`config.mk`:
```
export PLATFORM = sky130hd
export DESIGN_NAME = exc_ctrl
export DESIGN_NICKNAME = d
export VERILOG_FILES = /design/src/rtl/exc_ctrl_pkg.sv /design/src/rtl/exc_ctrl_flush_timer.sv /design/src/rtl/exc_ctrl.sv
export SDC_FILE = /design/constraint.sdc
export NUM_CORES = 1
export LEC_CHECK = 0
export CAP_MARGIN = 30
export CORE_UTILIZATION = 50
export DETAILED_ROUTE_END_ITERATION = 16
export DONT_BUFFER_PORTS = 1
export PLACE_DENSITY = 0.63
export SKIP_LAST_GASP = 1
export SLEW_MARGIN = 30
export SYNTH_ARGS = -nofsm -noshare
export SYNTH_HDL_FRONTEND = slang
export SYNTH_SLANG_ARGS = --single-unit
```
`constraint.sdc`:
```
create_clock -name clk -period 2.5 [get_ports clk]
set_input_delay 0.25 -clock clk [delete_from_list [all_inputs] [get_ports clk]]
set_output_delay 0.25 -clock clk [all_outputs]
set_load 0.1 [all_outputs]
```
`src/rtl/exc_ctrl_pkg.sv`:
```
// ---------------------------------------------------------------------------
// exc_ctrl_pkg
// Shared WiscSP13 definitions for the commit-point exception responder.
//   PC_W               : program counter width
//   CNT_W              : width of the flush window counter (FLUSH_CYCLES 1..7)
//   EXC_VECTOR_DEFAULT : SIIC handler entry point
//   state_e            : responder state (RUN / FLUSH / HALT)
// ---------------------------------------------------------------------------
package exc_ctrl_pkg;

   localparam int PC_W  = 16;
   localparam int CNT_W = 3;

   localparam logic [PC_W-1:0] EXC_VECTOR_DEFAULT = 16'h0002;

   typedef enum logic [1:0] {
      RUN   = 2'd0,
      FLUSH = 2'd1,
      HALT  = 2'd2
   } state_e;

endpackage : exc_ctrl_pkg

```
`src/rtl/exc_ctrl_flush_timer.sv`:
```
// ---------------------------------------------------------------------------
// flush_timer
// Loadable down-counter that times the pipeline squash window after a
// redirect. The count freezes while the memory system stalls.
// Ports:
//   clk, rst    : clock, asynchronous active-high reset
//   load_i      : load load_val_i (issued together with a redirect)
//   load_val_i  : window length in non-stalled cycles
//   freeze_i    : hold the count (mem_stall)
//   force_i     : hold flush high regardless of the count (halted)
//   busy_o      : count is non-zero
//   expire_o    : the current cycle is the last flush cycle
//   flush_o     : registered squash output
// ---------------------------------------------------------------------------
module flush_timer
   import exc_ctrl_pkg::*;
(
   input  logic             clk,
   input  logic             rst,
   input  logic             load_i,
   input  logic [CNT_W-1:0] load_val_i,
   input  logic             freeze_i,
   input  logic             force_i,
   output logic             busy_o,
   output logic             expire_o,
   output logic             flush_o
);

   logic [CNT_W-1:0] cnt_q, cnt_d;
   logic             flush_q, flush_d;

   // NOTE: every signal written here gets a default first, so no path leaves
   // it unassigned and no latch is inferred.
   always_comb begin
      cnt_d = cnt_q;
      if (load_i) begin
         cnt_d = load_val_i;
      end else if ((cnt_q != '0) && !freeze_i) begin
         cnt_d = cnt_q - CNT_W'(1);
      end
      // flush is registered from the next count, so it rises in the same
      // cycle as the redirect pulse and drops right after the last count.
      flush_d = force_i || (cnt_d != '0);
   end

   // NOTE: sequential state uses non-blocking assignments only; the reset
   // branch is asynchronous so a mid-window reset clears flush immediately.
   always_ff @(posedge clk or posedge rst) begin
      if (rst) begin
         cnt_q   <= '0;
         flush_q <= 1'b0;
      end else begin
         cnt_q   <= cnt_d;
         flush_q <= flush_d;
      end
   end

   assign busy_o   = (cnt_q != '0);
   assign expire_o = (cnt_q == CNT_W'(1)) && !freeze_i;
   assign flush_o  = flush_q;

endmodule : flush_timer

```
`src/rtl/exc_ctrl.sv`:
```
// ---------------------------------------------------------------------------
// exc_ctrl
// Commit-point exception / RTI responder for the WiscSP13 pipeline. Acts on
// HALT, SIIC and RTI once they commit: saves/restores EPC, issues a one-cycle
// PC redirect, squashes younger instructions, and latches the halted state.
// Parameters:
//   EXC_VECTOR   : handler entry PC loaded on SIIC
//   FLUSH_CYCLES : non-stalled cycles flush stays high after a redirect (1..7)
// Ports:
//   clk, rst                      : clock, asynchronous active-high reset
//   commit_valid/halt/exception/rti, commit_pc_plus2 : committing instruction
//   mem_stall                     : nothing commits, flush window freezes
//   redirect, redirect_pc         : one-cycle PC redirect and its target
//   flush                         : squash stages younger than commit
//   epc                           : saved return PC
//   in_handler                    : inside an SIIC handler
//   halted, nested_err            : sticky terminal flags
// ---------------------------------------------------------------------------
module exc_ctrl
   import exc_ctrl_pkg::*;
#(
   parameter logic [PC_W-1:0] EXC_VECTOR   = EXC_VECTOR_DEFAULT,
   parameter int unsigned     FLUSH_CYCLES = 3
) (
   input  logic            clk,
   input  logic            rst,
   input  logic            commit_valid,
   input  logic            commit_halt,
   input  logic            commit_exception,
   input  logic            commit_rti,
   input  logic [PC_W-1:0] commit_pc_plus2,
   input  logic            mem_stall,
   output logic            redirect,
   output logic [PC_W-1:0] redirect_pc,
   output logic            flush,
   output logic [PC_W-1:0] epc,
   output logic            in_handler,
   output logic            halted,
   output logic            nested_err
);

   state_e          state_q, state_d;
   logic            redirect_q, redirect_d;
   logic [PC_W-1:0] redirect_pc_q, redirect_pc_d;
   logic [PC_W-1:0] epc_q, epc_d;
   logic            in_handler_q, in_handler_d;
   logic            halted_q, halted_d;
   logic            nested_q, nested_d;
   logic            timer_load;
   logic            timer_busy;
   logic            timer_expire;
   logic            accept;

   // Commits only count in RUN and when memory is not stalling.
   assign accept = (state_q == RUN) && commit_valid && !mem_stall;

   always_comb begin
      state_d       = state_q;
      redirect_d    = 1'b0;
      redirect_pc_d = redirect_pc_q;
      epc_d         = epc_q;
      in_handler_d  = in_handler_q;
      halted_d      = halted_q;
      nested_d      = nested_q;
      timer_load    = 1'b0;

      unique case (state_q)
         RUN: begin
            if (accept) begin
               // Priority: halt > exception > rti.
               if (commit_halt) begin
                  state_d  = HALT;
                  halted_d = 1'b1;
               end else if (commit_exception) begin
                  if (in_handler_q) begin
                     // SIIC inside the handler is unrecoverable; EPC keeps
                     // the original return address for post-mortem.
                     state_d  = HALT;
                     halted_d = 1'b1;
                     nested_d = 1'b1;
                  end else begin
                     state_d       = FLUSH;
                     epc_d         = commit_pc_plus2;
                     in_handler_d  = 1'b1;
                     redirect_d    = 1'b1;
                     redirect_pc_d = EXC_VECTOR;
                     timer_load    = 1'b1;
                  end
               end else if (commit_rti && in_handler_q) begin
                  state_d       = FLUSH;
                  in_handler_d  = 1'b0;
                  redirect_d    = 1'b1;
                  redirect_pc_d = epc_q;
                  timer_load    = 1'b1;
               end
               // RTI outside a handler falls through as a NOP.
            end
         end
         FLUSH: begin
            if (timer_expire || !timer_busy) begin
               state_d = RUN;
            end
         end
         HALT: begin
            state_d = HALT;
         end
         default: begin
            state_d = RUN;
         end
      endcase
   end

   always_ff @(posedge clk or posedge rst) begin
      if (rst) begin
         state_q       <= RUN;
         redirect_q    <= 1'b0;
         redirect_pc_q <= '0;
         epc_q         <= '0;
         in_handler_q  <= 1'b0;
         halted_q      <= 1'b0;
         nested_q      <= 1'b0;
      end else begin
         state_q       <= state_d;
         redirect_q    <= redirect_d;
         redirect_pc_q <= redirect_pc_d;
         epc_q         <= epc_d;
         in_handler_q  <= in_handler_d;
         halted_q      <= halted_d;
         nested_q      <= nested_d;
      end
   end

   flush_timer u_flush_timer (
      .clk        (clk),
      .rst        (rst),
      .load_i     (timer_load),
      .load_val_i (CNT_W'(FLUSH_CYCLES)),
      .freeze_i   (mem_stall),
      .force_i    (state_d == HALT),
      .busy_o     (timer_busy),
      .expire_o   (timer_expire),
      .flush_o    (flush)
   );

   assign redirect    = redirect_q;
   assign redirect_pc = redirect_pc_q;
   assign epc         = epc_q;
   assign in_handler  = in_handler_q;
   assign halted      = halted_q;
   assign nested_err  = nested_q;

endmodule : exc_ctrl

```
# After elaboration in Yosys (flattened, before gate mapping)
# Cells that the tools add are included.
# word_totals
output_inout_bits	37
wordCells	60
input_bits	23
ff_bits	42
# classes
n_reduce_logical	20
eq_ne	5
bitwise_logic	2
mux	23
addsub	1
# op_table
cell	n
$mux 16	3
$reduce_and 5->1	3
$mux 2	6
$mux 1	11
$reduce_and 4->1	2
$mux 3	2
$pmux 2 s3	1
$reduce_bool 2->1	3
$reduce_bool 3->1	2
$logic_and 1x1->1	5
$eq 2x2->1 const B	2
$eq 3x1->1 const B	1
$sub 3x1->3 const B	1
$eq 2x1->1 const B	1
$logic_not 1->1	2
$logic_not 2->1	1
$logic_or 1x1->1	2
$ne 2x2->1 const B	1
$not 1->1	2

# Logic depth before layout (Yosys ltp)
# logic_depth
word_depth	9
depth_mapped	6
ltp_nobuf	6

# Cells and area by module
# From an unflattened synthesis, not the netlist that was laid out.
# unflattened
cells_unflattened	139
area_unflattened_um2	1898.1
# by_module_without_submodules
module	n_inst	area_each_um2	cells_each
exc_ctrl	1	1642.8	112
flush_timer	1	255.2	27

# Worst setup path before layout
# Ideal clock, no wire load.
# synth_path
path_type	reg-to-reg
startpoint	register in_handler_q, in the netlist in_handler
endpoint	register epc_q[0], in the netlist epc[0]
arrival_ps	1884
path_stages_with_launch	6
setup_slack_ps	489
setup_ps	126
path_cell_list	dfrtp_1 -> nor2b_1 -> and3_1 -> buf_6 -> buf_12 -> mux2_4
# synth_between
elab_chain_cells	2
# synth_rtl
item	line	text
from (decl)	exc_ctrl.sv:46	logic in_handler_q, in_handler_d;
from (signal assigned)	exc_ctrl.sv:127	in_handler_q <= in_handler_d;
$not 1->1 (no line)	n/a	
$reduce_and 5->1 (no line)	n/a	
to (signal assigned)	exc_ctrl.sv:126	epc_q <= epc_d;
to (decl)	exc_ctrl.sv:45	logic [PC_W-1:0] epc_q, epc_d;
# Every way passes these cells.
# A chain may end at the register's enable or synchronous reset.

# Worst setup path in the final report
# layout_path
startpoint	register state_q[1]
endpoint	register epc_q[11], in the netlist epc[11]
# layout_between
elab_chain_cells	4
# layout_rtl
item	line	text
from (decl)	exc_ctrl.sv:42	state_e state_q, state_d;
from (signal assigned)	exc_ctrl.sv:123	state_q <= state_d;
$logic_not 2->1 (*)	exc_ctrl.sv:55, exc_ctrl.sv:67	
$logic_and 1x1->1 (2 in series)	exc_ctrl.sv:55	assign accept = (state_q == RUN) && commit_valid && !mem_stall;
$reduce_and 5->1 (no line) (*)	n/a	
# Mark *: on every way between the ends. The rest lies on a longest branch, timed or not.

==> reports/results.ini <==
[outcome]
status=complete, no violations

[die]
rows=21
core_mm2=0.00347
io_pins=60
die-area_mm2=0.00398
die_h_um=63.1
start_util_pct=53.8
die_width_um=63.1

[synth]
syn_area_per_cell_um2=11.8
yosysTopAreaCell=dfrtp_1
synthTopCellsByArea=dfrtp_1, mux2_4, nand2b_1
yosysUniqueCellTypes=32
synthArstFlopShare_pct=100
synth_seq_cells=42
synth_top_area_share_pct=56.3
syn_area_mm2=0.00187
ys_seq_area_share_pct=56.3
ys_warn_count=0
synth_nets=184
synthFlopType=dfrtp_1
synthTopCellsByCount=dfrtp_1, nand2_1, o21ai_0, nand2b_1, mux2_4
synth.most_common_cell=dfrtp_1
syn_inst=158
synth_edf_count=0

[sta]
timing.final.crit_period_ns=1.69
slew_viol_final=0
fmax_mhz=592
worst_slack_ns=0.812
max_slew_margin_pct=37.3
period_share_pct=67.5
rsz0062_at_grt=false
tns_ns=0
setup_viol=0
hold_viol_final=0
skew_ns=0.00593
worst_slew_pin_slew_ns=0.940

[cts]
clock_path_buffers=2
ctsResizeCount=0
clk_pin_slew_ns=0.08
root_buffer=clkbuf_8
insertion_delay_ns=0.28
postCtsSetupBuffers=0
cts_inserted_buffers=5
cts_max_level=2
clock_sinks=42
cts_tree=done

[setup_path]
cp_top_family=simple AND/OR/NAND/NOR gates
worst_path_max_delay_cell=dfrtp_1
cp.required_ns=2.67
arrival_ns=1.85
startpoint_type=register
cp_cell_sequence=nor4b_4 > and3_1 > buf_4 > mux2_2
cp_num_buf_inv=1
path_max_fanout=16
cp-end-kind=register
worstSetupPathType=register to register
cp_slowest_stage_delay_ns=0.43

[drt]
drc=0
vias_per_cell=5.30
ant_nets=0
vias=1118
wl_um=3150
avgRoutedWirePerCell_um=14.9
drt_pass1_iterations=4
drt_iter0_drc=53

[global_routing]
grt_max_degree=22
grt_pass1_vias=1124
antenna_found_initial=0
grt_pass1_wl_um=5310
grt_overflow=0
grt_use_total_pct=17.7

[placed_design]
place_inst=202
place.gp.congestion=0.740
dp_hpwl_um=2360
dp_slack_ns=0.828
io_buffers=0

[final_layout]
area_growth_pct=7.91
nets=190
final_cells=211
diodes=0
drive_gt1_share_pct=20.0

[run]
cap_viol_max_count=0

[min_path]
hp-class=primary input to register

-- placed cells by master, fill, tap and decap left out, types with 2 or more instances in the layout --
master and n:
dfrtp_1 42, nand2_1 20, o21ai_0 17, nand2b_1 15, mux2_4 10, inv_1 7, mux2_2 6, clkbuf_8 6
a21oi_1 5, nor2_1 5, buf_4 5, ha_1 3, nor2b_1 2
-- cell type report --
cell class / count / area (um2)
sequential: 42 / 1050
clock inverter: 1 / 5.00
inverter: 8 / 30.0
timing repair buffer: 7 / 62.6
clock buffer: 7 / 86.3
fill: 328 / 1450
multi-input combinational: 100 / 722
tap: 46 / 57.6
-- final timing paths --
kind	startpoint	cells after the start	end	slack (ns)
max	state_q[1]$_DFF_PP0_	4	epc[11]$_DFFE_PP0P_	0.81
min	commit_pc_plus2[5]	1	epc[5]$_DFFE_PP0P_	0.11
max reg2reg	state_q[1]$_DFF_PP0_	4	epc[11]$_DFFE_PP0P_	0.81
min reg2reg	u_flush_timer.cnt_q[1]$_DFF_PP0_	2	u_flush_timer.cnt_q[1]$_DFF_PP0_	0.50
max in group asynchronous	rst	4	state_q[1]$_DFF_PP0_	1.43
min in group asynchronous	rst	2	epc[15]$_DFFE_PP0P_	0.39
-- per-layer routing --
metal  GRT usage (%)  up-vias  part of all wire [%]
met2            28.2       45                    48
li1                -      542                     -
met4            7.85        0                   1.3
met1            21.4      527                    44
met5               0        -                     0
met3            6.52        4                   7.0
-- per-stage QoR --
stage,util [%],instance area (um2),hold slack [ns]
after detailed placement,55.2,1910,0.136
after global placement,54.7,1900,0.277
after CTS,58.1,2010,0.0969
after floorplan,-,1870,0.398
after global routing,58.1,2010,0.0860
final,58.1,2010,0.108
-- timing repair --
action                                  4_1_cts  5_1_grt
hold endpoints to repair                     14        0
endpoints found under the setup margin        0        0
hold buffers                                  1        0
-- logic make-up (layout without fill, tap and decap cells) --
group / after synthesis / after routing / share of synthesized area (%)
buffers and inverters: 16 / 23 / 5.03
muxes: 17 / 17 / 12.2
AOI/OAI and AO/OA: 29 / 29 / 9.18
xor gates and xnor gates: 1 / 1 / 0.469
and+or+nand+nor: 50 / 50 / 14.8
DFF: 42 / 42 / 56.3
adders and majority gates: 3 / 3 / 2.01
-- registers in the layout, indices dropped and copies added, names as in the netlist --
register	count
epc	16
redirect_pc	16
u_flush_timer.cnt_q	3
state_q	2
halted	1
in_handler	1
nested_err	1
redirect	1
u_flush_timer.flush_o	1
Power is left out: the tool's default activity adds up to more than one toggle a clock period on the data nets, which glitch-free logic cannot reach.
